File: src/rtl/lsu_pkg.sv
// rtl/lsu_pkg.sv - shared types and lane helpers for the load/store unit
package lsu_pkg;

   typedef enum logic [2:0] {
      LS_B  = 3'b000,
      LS_H  = 3'b001,
      LS_W  = 3'b010,
      LS_BU = 3'b100,
      LS_HU = 3'b101
   } funct3_e;

   typedef enum logic [1:0] {
      FLT_NONE     = 2'b00,
      FLT_MISALIGN = 2'b01,
      FLT_RANGE    = 2'b10,
      FLT_ILLEGAL  = 2'b11
   } fault_e;

   typedef enum logic [1:0] {
      ST_IDLE,
      ST_ISSUE,
      ST_CAPTURE,
      ST_RESP
   } state_e;

   // Store byte enables; misaligned requests never reach here, so the shift cannot overflow.
   function automatic logic [3:0] byte_enable(input logic [2:0] funct3, input logic [1:0] off);
      case (funct3)
         LS_B:    byte_enable = 4'b0001 << off;
         LS_H:    byte_enable = 4'b0011 << off;
         default: byte_enable = 4'b1111;
      endcase
   endfunction

   // Replicate the store operand so every byte lane carries the right value.
   function automatic logic [31:0] store_data(input logic [2:0] funct3, input logic [31:0] d);
      case (funct3)
         LS_B:    store_data = {4{d[7:0]}};
         LS_H:    store_data = {2{d[15:0]}};
         default: store_data = d;
      endcase
   endfunction

   // Move the addressed byte lane down to bit 0.
   function automatic logic [31:0] lane_select(input logic [31:0] rdata, input logic [1:0] off);
      lane_select = rdata >> {off, 3'b000};
   endfunction

endpackage

File: src/rtl/lsu_load_align.sv
// rtl/lsu_load_align.sv - extracts and extends the loaded lane
module lsu_load_align
   import lsu_pkg::*;
(
   input  logic [31:0] rdata,
   input  logic [1:0]  offset,
   input  logic [2:0]  funct3,
   output logic [31:0] data
);

   logic [31:0] lane;

   // Shift the addressed lane down, then sign- or zero-extend by access size.
   always_comb begin
      lane = lane_select(rdata, offset);
      case (funct3)
         LS_B:    data = {{24{lane[7]}}, lane[7:0]};
         LS_BU:   data = {24'd0, lane[7:0]};
         LS_H:    data = {{16{lane[15]}}, lane[15:0]};
         LS_HU:   data = {16'd0, lane[15:0]};
         default: data = lane;
      endcase
   end

endmodule

File: src/rtl/lsu.sv
// rtl/lsu.sv - load/store unit driving the one-cycle-latency data memory
module lsu
   import lsu_pkg::*;
#(
   parameter int XLEN      = 32,
   parameter int DMEM_SIZE = 2**15,
   parameter int ADD_WIDTH = $clog2(DMEM_SIZE >> 2),
   parameter int IMM_WIDTH = 12
) (
   input  logic                 clk,
   input  logic                 rst,
   input  logic                 req_valid,
   output logic                 req_ready,
   input  logic                 req_we,
   input  logic [2:0]           req_funct3,
   input  logic [4:0]           req_rd,
   input  logic [XLEN-1:0]      rs1,
   input  logic [IMM_WIDTH-1:0] imm,
   input  logic [XLEN-1:0]      rs2,
   output logic                 rsp_valid,
   output logic [XLEN-1:0]      rsp_data,
   output logic [4:0]           rsp_rd,
   output logic [1:0]           rsp_fault,
   output logic [ADD_WIDTH-1:0] mem_addr,
   output logic                 mem_go,
   output logic                 mem_we,
   output logic [3:0]           mem_byteen,
   output logic [XLEN-1:0]      mem_wdata,
   input  logic [XLEN-1:0]      mem_rdata
);

   state_e               state, state_nxt;
   logic [XLEN-1:0]      ea;
   fault_e               fault_d;
   logic                 illegal, misalign;
   logic                 accept, issue, resp;

   logic [ADD_WIDTH+1:0] ea_q;
   logic [2:0]           funct3_q;
   logic                 we_q;
   logic [4:0]           rd_q;
   logic [XLEN-1:0]      rs2_q;
   logic [XLEN-1:0]      load_q;
   logic [XLEN-1:0]      load_ext;
   fault_e               fault_q;

   assign ea        = rs1 + {{(XLEN-IMM_WIDTH){imm[IMM_WIDTH-1]}}, imm};
   assign req_ready = (state == ST_IDLE);
   assign accept    = req_valid && req_ready;
   assign issue     = (state == ST_ISSUE);
   assign resp      = (state == ST_RESP);

   // Classify the incoming request: illegal beats misaligned beats out-of-range.
   always_comb begin
      illegal  = 1'b1;
      misalign = 1'b0;
      case (req_funct3)
         LS_B:    illegal = 1'b0;
         LS_BU:   illegal = req_we;
         LS_H:    begin illegal = 1'b0;   misalign = ea[0];      end
         LS_HU:   begin illegal = req_we; misalign = ea[0];      end
         LS_W:    begin illegal = 1'b0;   misalign = |ea[1:0];   end
         default: illegal = 1'b1;
      endcase
      if (illegal)
         fault_d = FLT_ILLEGAL;
      else if (misalign)
         fault_d = FLT_MISALIGN;
      else if (ea >= XLEN'(DMEM_SIZE))
         fault_d = FLT_RANGE;
      else
         fault_d = FLT_NONE;
   end

   // State register; reset abandons any in-flight access or response.
   always_ff @(posedge clk or posedge rst) begin
      if (rst)
         state <= ST_IDLE;
      else
         state <= state_nxt;
   end

   // Next state: faults skip the memory, stores skip the capture cycle.
   always_comb begin
      state_nxt = state;
      case (state)
         ST_IDLE:    if (accept) state_nxt = (fault_d == FLT_NONE) ? ST_ISSUE : ST_RESP;
         ST_ISSUE:   state_nxt = we_q ? ST_RESP : ST_CAPTURE;
         ST_CAPTURE: state_nxt = ST_RESP;
         ST_RESP:    state_nxt = ST_IDLE;
         default:    state_nxt = ST_IDLE;
      endcase
   end

   // Request fields latch at accept; load data latches in the capture cycle.
   always_ff @(posedge clk or posedge rst) begin
      if (rst) begin
         ea_q     <= '0;
         funct3_q <= '0;
         we_q     <= 1'b0;
         rd_q     <= '0;
         rs2_q    <= '0;
         load_q   <= '0;
         fault_q  <= FLT_NONE;
      end else if (accept) begin
         ea_q     <= ea[ADD_WIDTH+1:0];
         funct3_q <= req_funct3;
         we_q     <= req_we;
         rd_q     <= req_rd;
         rs2_q    <= rs2;
         load_q   <= '0;
         fault_q  <= fault_d;
      end else if (state == ST_CAPTURE) begin
         load_q   <= load_ext;
      end
   end

   lsu_load_align u_align (
      .rdata  (mem_rdata),
      .offset (ea_q[1:0]),
      .funct3 (funct3_q),
      .data   (load_ext)
   );

   assign mem_go     = issue;
   assign mem_we     = issue && we_q;
   assign mem_addr   = issue ? ea_q[ADD_WIDTH+1:2] : '0;
   assign mem_byteen = issue ? (we_q ? byte_enable(funct3_q, ea_q[1:0]) : 4'b1111) : 4'b0000;
   assign mem_wdata  = (issue && we_q) ? store_data(funct3_q, rs2_q) : '0;

   assign rsp_valid  = resp;
   assign rsp_data   = resp ? load_q : '0;
   assign rsp_rd     = resp ? rd_q : '0;
   assign rsp_fault  = resp ? fault_q : FLT_NONE;

endmodule

File: config.mk
export PLATFORM = sky130hd
export DESIGN_NAME = lsu
export DESIGN_NICKNAME = d
export VERILOG_FILES = /design/src/rtl/lsu_pkg.sv /design/src/rtl/lsu_load_align.sv /design/src/rtl/lsu.sv
export SDC_FILE = /design/constraint.sdc
export NUM_CORES = 1
export LEC_CHECK = 0
export BUFFER_PORTS_ARGS = -buffer_cell sky130_fd_sc_hd__buf_2
export CAP_MARGIN = 40
export CORE_AREA = 2 2 128 130
export DETAILED_ROUTE_END_ITERATION = 16
export DIE_AREA = 0 0 130 132
export GPL_ROUTABILITY_DRIVEN = 0
export PLACE_DENSITY = 0.7
export SYNTH_ARGS = -nofsm -noshare
export SYNTH_HDL_FRONTEND = slang
export SYNTH_SLANG_ARGS = --single-unit
File: constraint.sdc
create_clock -name clk -period 3.85 [get_ports clk]
set_clock_uncertainty 0.1 [all_clocks]
set_input_delay 0.9625 -clock clk [delete_from_list [all_inputs] [get_ports clk]]
set_output_delay 0.9625 -clock clk [all_outputs]
set_load 0.02 [all_outputs]
==> results of run 1 <==
[cell usage after synthesis (2+ instances only)]
| cell type | count | area (sq um) |
|---|---|---|
| a221oi_1 | 3 | 26.3 |
| inv_1 | 15 | 56.3 |
| xor2_1 | 10 | 87.6 |
| clkbuf_1 | 38 | 143 |
| nand3_1 | 7 | 35.0 |
| and2_1 | 54 | 338 |
| buf_2 | 5 | 25.0 |
| nor2_1 | 56 | 210 |
| buf_1 | 8 | 30.0 |
| dfrtp_1 | 92 | 2300 |
| nor2b_1 | 9 | 56.3 |
| o21a_1 | 3 | 22.5 |
| nand4_1 | 12 | 75.1 |
| a31oi_1 | 6 | 37.5 |
| or3_1 | 5 | 31.3 |
| nand2_1 | 235 | 882 |
| nor4_1 | 3 | 18.8 |
| or2_2 | 5 | 31.3 |
| and3_1 | 10 | 62.6 |
| mux2i_1 | 35 | 350 |
| a311oi_1 | 3 | 26.3 |
| o21bai_1 | 7 | 52.6 |
| xnor2_1 | 11 | 96.3 |
| nor3_1 | 8 | 40.0 |
| buf_4 | 5 | 37.5 |
| o21ai_0 | 62 | 310 |
| ha_1 | 35 | 438 |
| a22oi_1 | 3 | 22.5 |
| or2_1 | 2 | 12.5 |
| a22o_1 | 16 | 140 |
| a21o_1 | 4 | 30.0 |
| a21oi_1 | 70 | 350 |
| a211oi_1 | 23 | 173 |
| nand2b_1 | 2 | 12.5 |
| o211ai_1 | 7 | 52.6 |
| a41oi_1 | 3 | 26.3 |
[through the flow]
step / setup TNS, ps / setup slack (ps) / instances / total power, mW
final: 0 / 228 / 1364 / 5.61
after global routing: 0 / 72.1 / 1364 / 6.05
after CTS: 0 / 254 / 1364 / 5.61
after detailed placement: -158 / -83.1 / 1348 / 4.79
after global placement: -80.9 / -46.7 / 1348 / 4.72
after floorplan: 0 / 179 / 902 / 3.83
[routing by layer]
metal  global-route usage (%)  vias to the layer above  routed length (um)
li1                         -                     3618                   -
met1                     33.0                     3405                9430
met2                     41.4                      260               10400
met3                     2.31                       38                1320
met4                     6.93                        0                 396
met5                        0                        -                   0
[worst max path at each step]
stage                     slack (ps)  depth (start not counted)    endpoint
final                            230                         13  fault_q[1]
after CTS                        250                         13  fault_q[1]
after floorplan                  180                         11    state[1]
after detailed placement         -80                         13  fault_q[1]
after global routing              70                         12    state[1]
after global placement           -50                         13    state[1]
[area by class of cell]
class	instances	area share [%]
clock inverters	1	0.0843
clock buffers	15	2.89
inverters	15	0.660
repair buffers	287	18.4
flip-flops and latches	92	25.9
multi-input cells	738	49.1
well taps	216	3.03
[logic make-up (layout without fill, tap and decap cells)]
| logic type | after synthesis | in the layout | share of synthesized area (%) |
|---|---|---|---|
| simple gates | 416 | 416 | 27.4 |
| compound gates | 229 | 229 | 20.8 |
| flops | 92 | 92 | 33.0 |
| buf+inv | 72 | 318 | 4.34 |
| fa+ha+maj | 36 | 36 | 6.57 |
| mux | 36 | 36 | 5.19 |
| xor+xnor | 21 | 21 | 2.64 |
[power groups by stage]
stage | Combinational, mW | Sequential (mW) | Clock (mW)
3_5_place_dp | 3.04 | 1.75 | 0
5_1_grt | 3.39 | 1.80 | 0.865
6_report | 3.05 | 1.74 | 0.814
2_1_floorplan | 2.21 | 1.62 | 0
3_3_place_gp | 3.00 | 1.72 | 0
4_1_cts | 3.06 | 1.73 | 0.823
[registers in the layout, indices dropped and copies added, names as in the netlist]
name and count:
load_q 32, rs2_q 32, ea_q 15, rd_q 5, funct3_q 3, fault_q 2
state 2, we_q 1
[worst register-to-register path, stage by stage (launching register included)]
cell	delay [ps]
dfrtp_1	360
buf_4	420
mux2i_1	160
a21oi_1	270
nor2_1	70
a311oi_1	270
o211a_1	510
a22o_1	220
==> impl_metrics.ini, run 1 <==
[critical_path]
worstSetupStartpointType = input port
worstRegToRegCells = 7
rrSetupSlack_ps = 1420
worstPathArrival_ps = 3740
slowest_stage = or4_4
endpoint_kind = flop
crit_chain = buf_2, ha_1, a211oi_1, buf_4, o211ai_1, a211oi_1, buf_4, or2_1, a31o_1, or4_4, nor4_4, a41oi_1, o22a_1
reg2reg_from = ea_q[0]
required_ps = 3970
max_stage_delay_ps = 540
path_buf_inv = 3
critical_path_peak_fanout = 3
critical_path_class = input port to flop
crit_family = compound AO/OA/AOI/OAI gates
critPathLaunch = rs1[1]
rr_endpoint = load_q[25]

[routing]
drc = 0
wire_per_inst_um = 15.8
ant_nets = 0
drt-initial-drc-count = 556
wirelength_um = 21500
via_per_inst = 5.37
first_pass_iters = 5
vias = 7321

[sta]
tightestPinTransition_ps = 881
period_needed_ps = 3620
report.final.slew_viol_count = 0
hold-worst-slack_ps = 370
setup_viol = 0
max_freq_mhz = 276
hold_violations = 0
rsz0062_at_grt = false
max_slew_margin_pct = 41.3
post-route-period-util_pct = 94.1

[finish]
final_common_cell = nand2_1
fillers = 1515
drive_above_1_share_pct = 27.9
regArea_sq_um = 2300
multi_input_area_sq_um = 4370
fin_area_sq_um = 8900
layout_common_cells = nand2_1, buf_2, dfrtp_1
fin_util_pct = 56.7
diodes = 0
nets = 1299
syn_to_final_growth_pct = 27.8

[clock_tree]
root_buffer = clkbuf_16
numCtsBuffers = 9
cts.clk_slew.worst_paths_ps = 60
clock_latency_ps = 330
htreeDepth = 3
clock-sinks = 92
post_cts_buffers = 0
cts_tree = built
cts_hold_buf = 0
clk_path_buf_depth = 2
cts_resized = 0

[placement]
place_area_sq_um = 8640
hpwl_um = 16600
io_buffers = 211

[pwr]
p_leak_nw = 4.60
clockPowerShare_pct = 14.5
pwr-share-comb_pct = 54.4
power.switching_mw = 2.56
power.density_nw_per_um2 = 629
p_int_mw = 3.04
switching_share_pct = 45.7
sequentialPowerShare_pct = 31.0
ir_drop_v = 0.000327

[floorplanning]
start_util_pct = 44.4
io_pins = 212
fp.dieW_um = 130
core_sq_um = 15700
fp.dieH_um = 132
dieArea_sq_um = 17200
fp-row-count = 46

[synth]
synth-seq-cells = 92
yosysWarnings = 0
synth_enable_flop_cells = 0
async_flop_share_pct = 100
avgSynthCellArea_sq_um = 7.73
synth_nets = 1058
synth_flop_cell = dfrtp_1
syn_inst = 902
ys_seq_area_share_pct = 33.0
synth_area_sq_um = 6970
synthDistinctLibCells = 66

[hold_path]
min_path_type = flop to flop
whs_path_depth = 2
hold_path_startpoint = rd_q[4]
hold_path_end = rd_q[4]

[global_routing]
grt_pass1_vias = 6870
track_usage_pct = 24.4
grt_pass1_wl_um = 34200
antenna_found_initial = 0
overflow = 0
grt_max_degree = 93

[outcome]
status = completed

[flow_run]
maxCapViolations = 0
Power figures use the tool's default switching activity.
==> inputs of run 2 (changes only) <==
ABC_AREA = 1   (was not set)
CORE_AREA = 2 2 133 135   (was 2 2 128 130)
DIE_AREA = 0 0 135 137   (was 0 0 130 132)
==> run 2 against run 1 <==
Against the previous run:
- critical path depth shrank 5
- flip-flop and latch count unchanged
- setup slack improved by 230 ps
- design area up 2.9%
- non-clock buffer count fell by 66
- utilization fell by 2.9 points
- sequential share of layout area down 0.73 points
- die area is 7.8% higher
- register-to-register slack better by 40 ps
- combinational power is essentially flat
- critical endpoint is now mem_wdata[14]
- largest power group unchanged
==> impl_metrics.ini, run 2 <==
[sta]
hold-worst-slack_ps = 381
tightestPinTransition_ps = 832
period_needed_ps = 3390
rsz0062_at_grt = false
max_slew_margin_pct = 44.5
hold_violations = 0
setup_viol = 0
report.final.slew_viol_count = 0
max_freq_mhz = 295
finalSetupTns_ps = 0
post-route-period-util_pct = 88.2

[routing]
vias = 8227
wirelength_um = 22700
first_pass_iters = 5
wire_per_inst_um = 13.8
ant_nets = 0
drc = 0
drt-initial-drc-count = 670
via_per_inst = 4.99

[critical_path]
cp.depth = 8
reg2reg_from = funct3_q[1]
path_buf_inv = 3
slowest_stage = dfrtp_1
rr_endpoint = load_q[20]
worstRegToRegCells = 8
worstPathArrival_ps = 2330
cp-endpoint = mem_wdata[14]
critical_path_peak_fanout = 18
crit_chain = nor2_1, inv_2, nor2_1, inv_2, o22ai_1, o21ai_0, a21oi_1, buf_2
crit_family = buffers and inverters
max_stage_delay_ps = 630
required_ps = 2790
endpoint_kind = output pin
worstSetupStartpointType = flop
rrSetupSlack_ps = 1460
critical_path_class = flop to output pin
critPathLaunch = funct3_q[1]

[floorplanning]
core_sq_um = 17100
fp.dieW_um = 135
io_pins = 212
start_util_pct = 44.4
fp-row-count = 48
dieArea_sq_um = 18500
fp.dieH_um = 137

[finish]
top_regs = load_q x32, rs2_q x32, ea_q x15
final_common_cell = nand2_1
fin_area_sq_um = 9160
layout_common_cells = nand2_1, inv_1, buf_2
diodes = 0
drive_above_1_share_pct = 19.4
syn_to_final_growth_pct = 20.9
nets = 1576

[pwr]
power.density_nw_per_um2 = 618
p_int_mw = 2.97
switching_share_pct = 47.6
p_leak_nw = 5.69
sequentialPowerShare_pct = 29.3
clockPowerShare_pct = 17.2
power.switching_mw = 2.69
ir_drop_v = 0.000367
pwr-share-comb_pct = 53.6

[global_routing]
antenna_found_initial = 1
grt_max_degree = 87
grt_pass1_vias = 7466
track_usage_pct = 24.4
grt_pass1_wl_um = 36400
overflow = 0

[flow_run]
maxCapViolations = 0

[synth]
yosys-top-cells-count = nand2_1, inv_1, dfrtp_1
netlist.area_leader.share_pct = 30.4
synthDistinctLibCells = 39
yosys-top-cells-area = dfrtp_1, nand2_1, inv_1
synth_flop_cell = dfrtp_1
synth_enable_flop_cells = 0
yosysTopAreaCell = dfrtp_1
synth-seq-cells = 92
yosysWarnings = 0
yosysMostFrequentCell = nand2_1
synth_nets = 1386
async_flop_share_pct = 100
ys_seq_area_share_pct = 30.4
avgSynthCellArea_sq_um = 6.16
synth_area_sq_um = 7580
syn_inst = 1230

[clock_tree]
clock_latency_ps = 340
htreeDepth = 3
cts_tree = built
post_cts_buffers = 0
cts_hold_buf = 0
cts.clk_slew.worst_paths_ps = 70
cts_resized = 0
numCtsBuffers = 9
clk_path_buf_depth = 2
root_buffer = clkbuf_16
clock-sinks = 92

[outcome]
status = completed

[hold_path]
min_path_type = flop to flop

[placement]
hpwl_um = 17600
place_area_sq_um = 8840
io_buffers = 211
run 2: final cells by class:
type / instances / area [sq um]
clock buffer: 10 / 229
clock inverter: 6 / 95.1
fill: 1786 / 7890
inverter: 229 / 862
multi-input combinational: 867 / 4250
sequential: 92 / 2300
tap: 225 / 282
timing repair buffer: 221 / 1140
run 2: routing by layer:
| metal | GRT usage [%] | wire (um) |
|---|---|---|
| met5 | 0 | 8 |
| met1 | 31.5 | 9970 |
| met3 | 2.52 | 1380 |
| met2 | 41.5 | 10500 |
| met4 | 11.0 | 896 |
run 2: kinds of logic after synthesis:
family / Yosys count / synth area share (%)
mux: 7 / 0.925
xor+xnor: 15 / 1.73
compound gates: 190 / 14.5
buf+inv: 271 / 13.6
fa+ha+maj: 36 / 6.04
flops: 92 / 30.4
simple gates: 619 / 32.8
run 2: power groups by stage:
stage	Sequential, mW	Combinational, mW	Clock (mW)
final	1.66	3.03	0.972
after global placement	1.65	2.99	0
after floorplan	1.59	2.23	0
after global routing	1.71	3.40	1.03
after detailed placement	1.67	3.02	0
after CTS	1.65	3.04	0.982
run 2: worst min-delay path: cells and delay by family (launching register included):
family	cells	cell delay [ps]
AND/OR/NAND/NOR	2	110
flip-flops	1	340
run 2: how the worst min path moves through the flow:
stage | from | endpoint | slack (ps) | cells after the start
2_1_floorplan | rs2_q[16] | rs2_q[16] | 340 | 2
3_3_place_gp | rs2_q[16] | rs2_q[16] | 360 | 2
3_5_place_dp | rs2_q[30] | rs2_q[30] | 370 | 2
4_1_cts | rs2_q[30] | rs2_q[30] | 390 | 2
5_1_grt | rs2_q[17] | rs2_q[17] | 420 | 2
6_report | rs2_q[17] | rs2_q[17] | 380 | 2
run 2: through the flow:
| stage | utilization [%] | setup WS (ps) | std cells | power, mW |
|---|---|---|---|---|
| after floorplan | - | 396 | 1230 | 3.82 |
| after global placement | 51.8 | 411 | 1634 | 4.64 |
| after detailed placement | 51.8 | 360 | 1634 | 4.69 |
| after CTS | 53.7 | 438 | 1650 | 5.67 |
| after global routing | 53.7 | 273 | 1650 | 6.14 |
| final | 53.7 | 455 | 1650 | 5.66 |
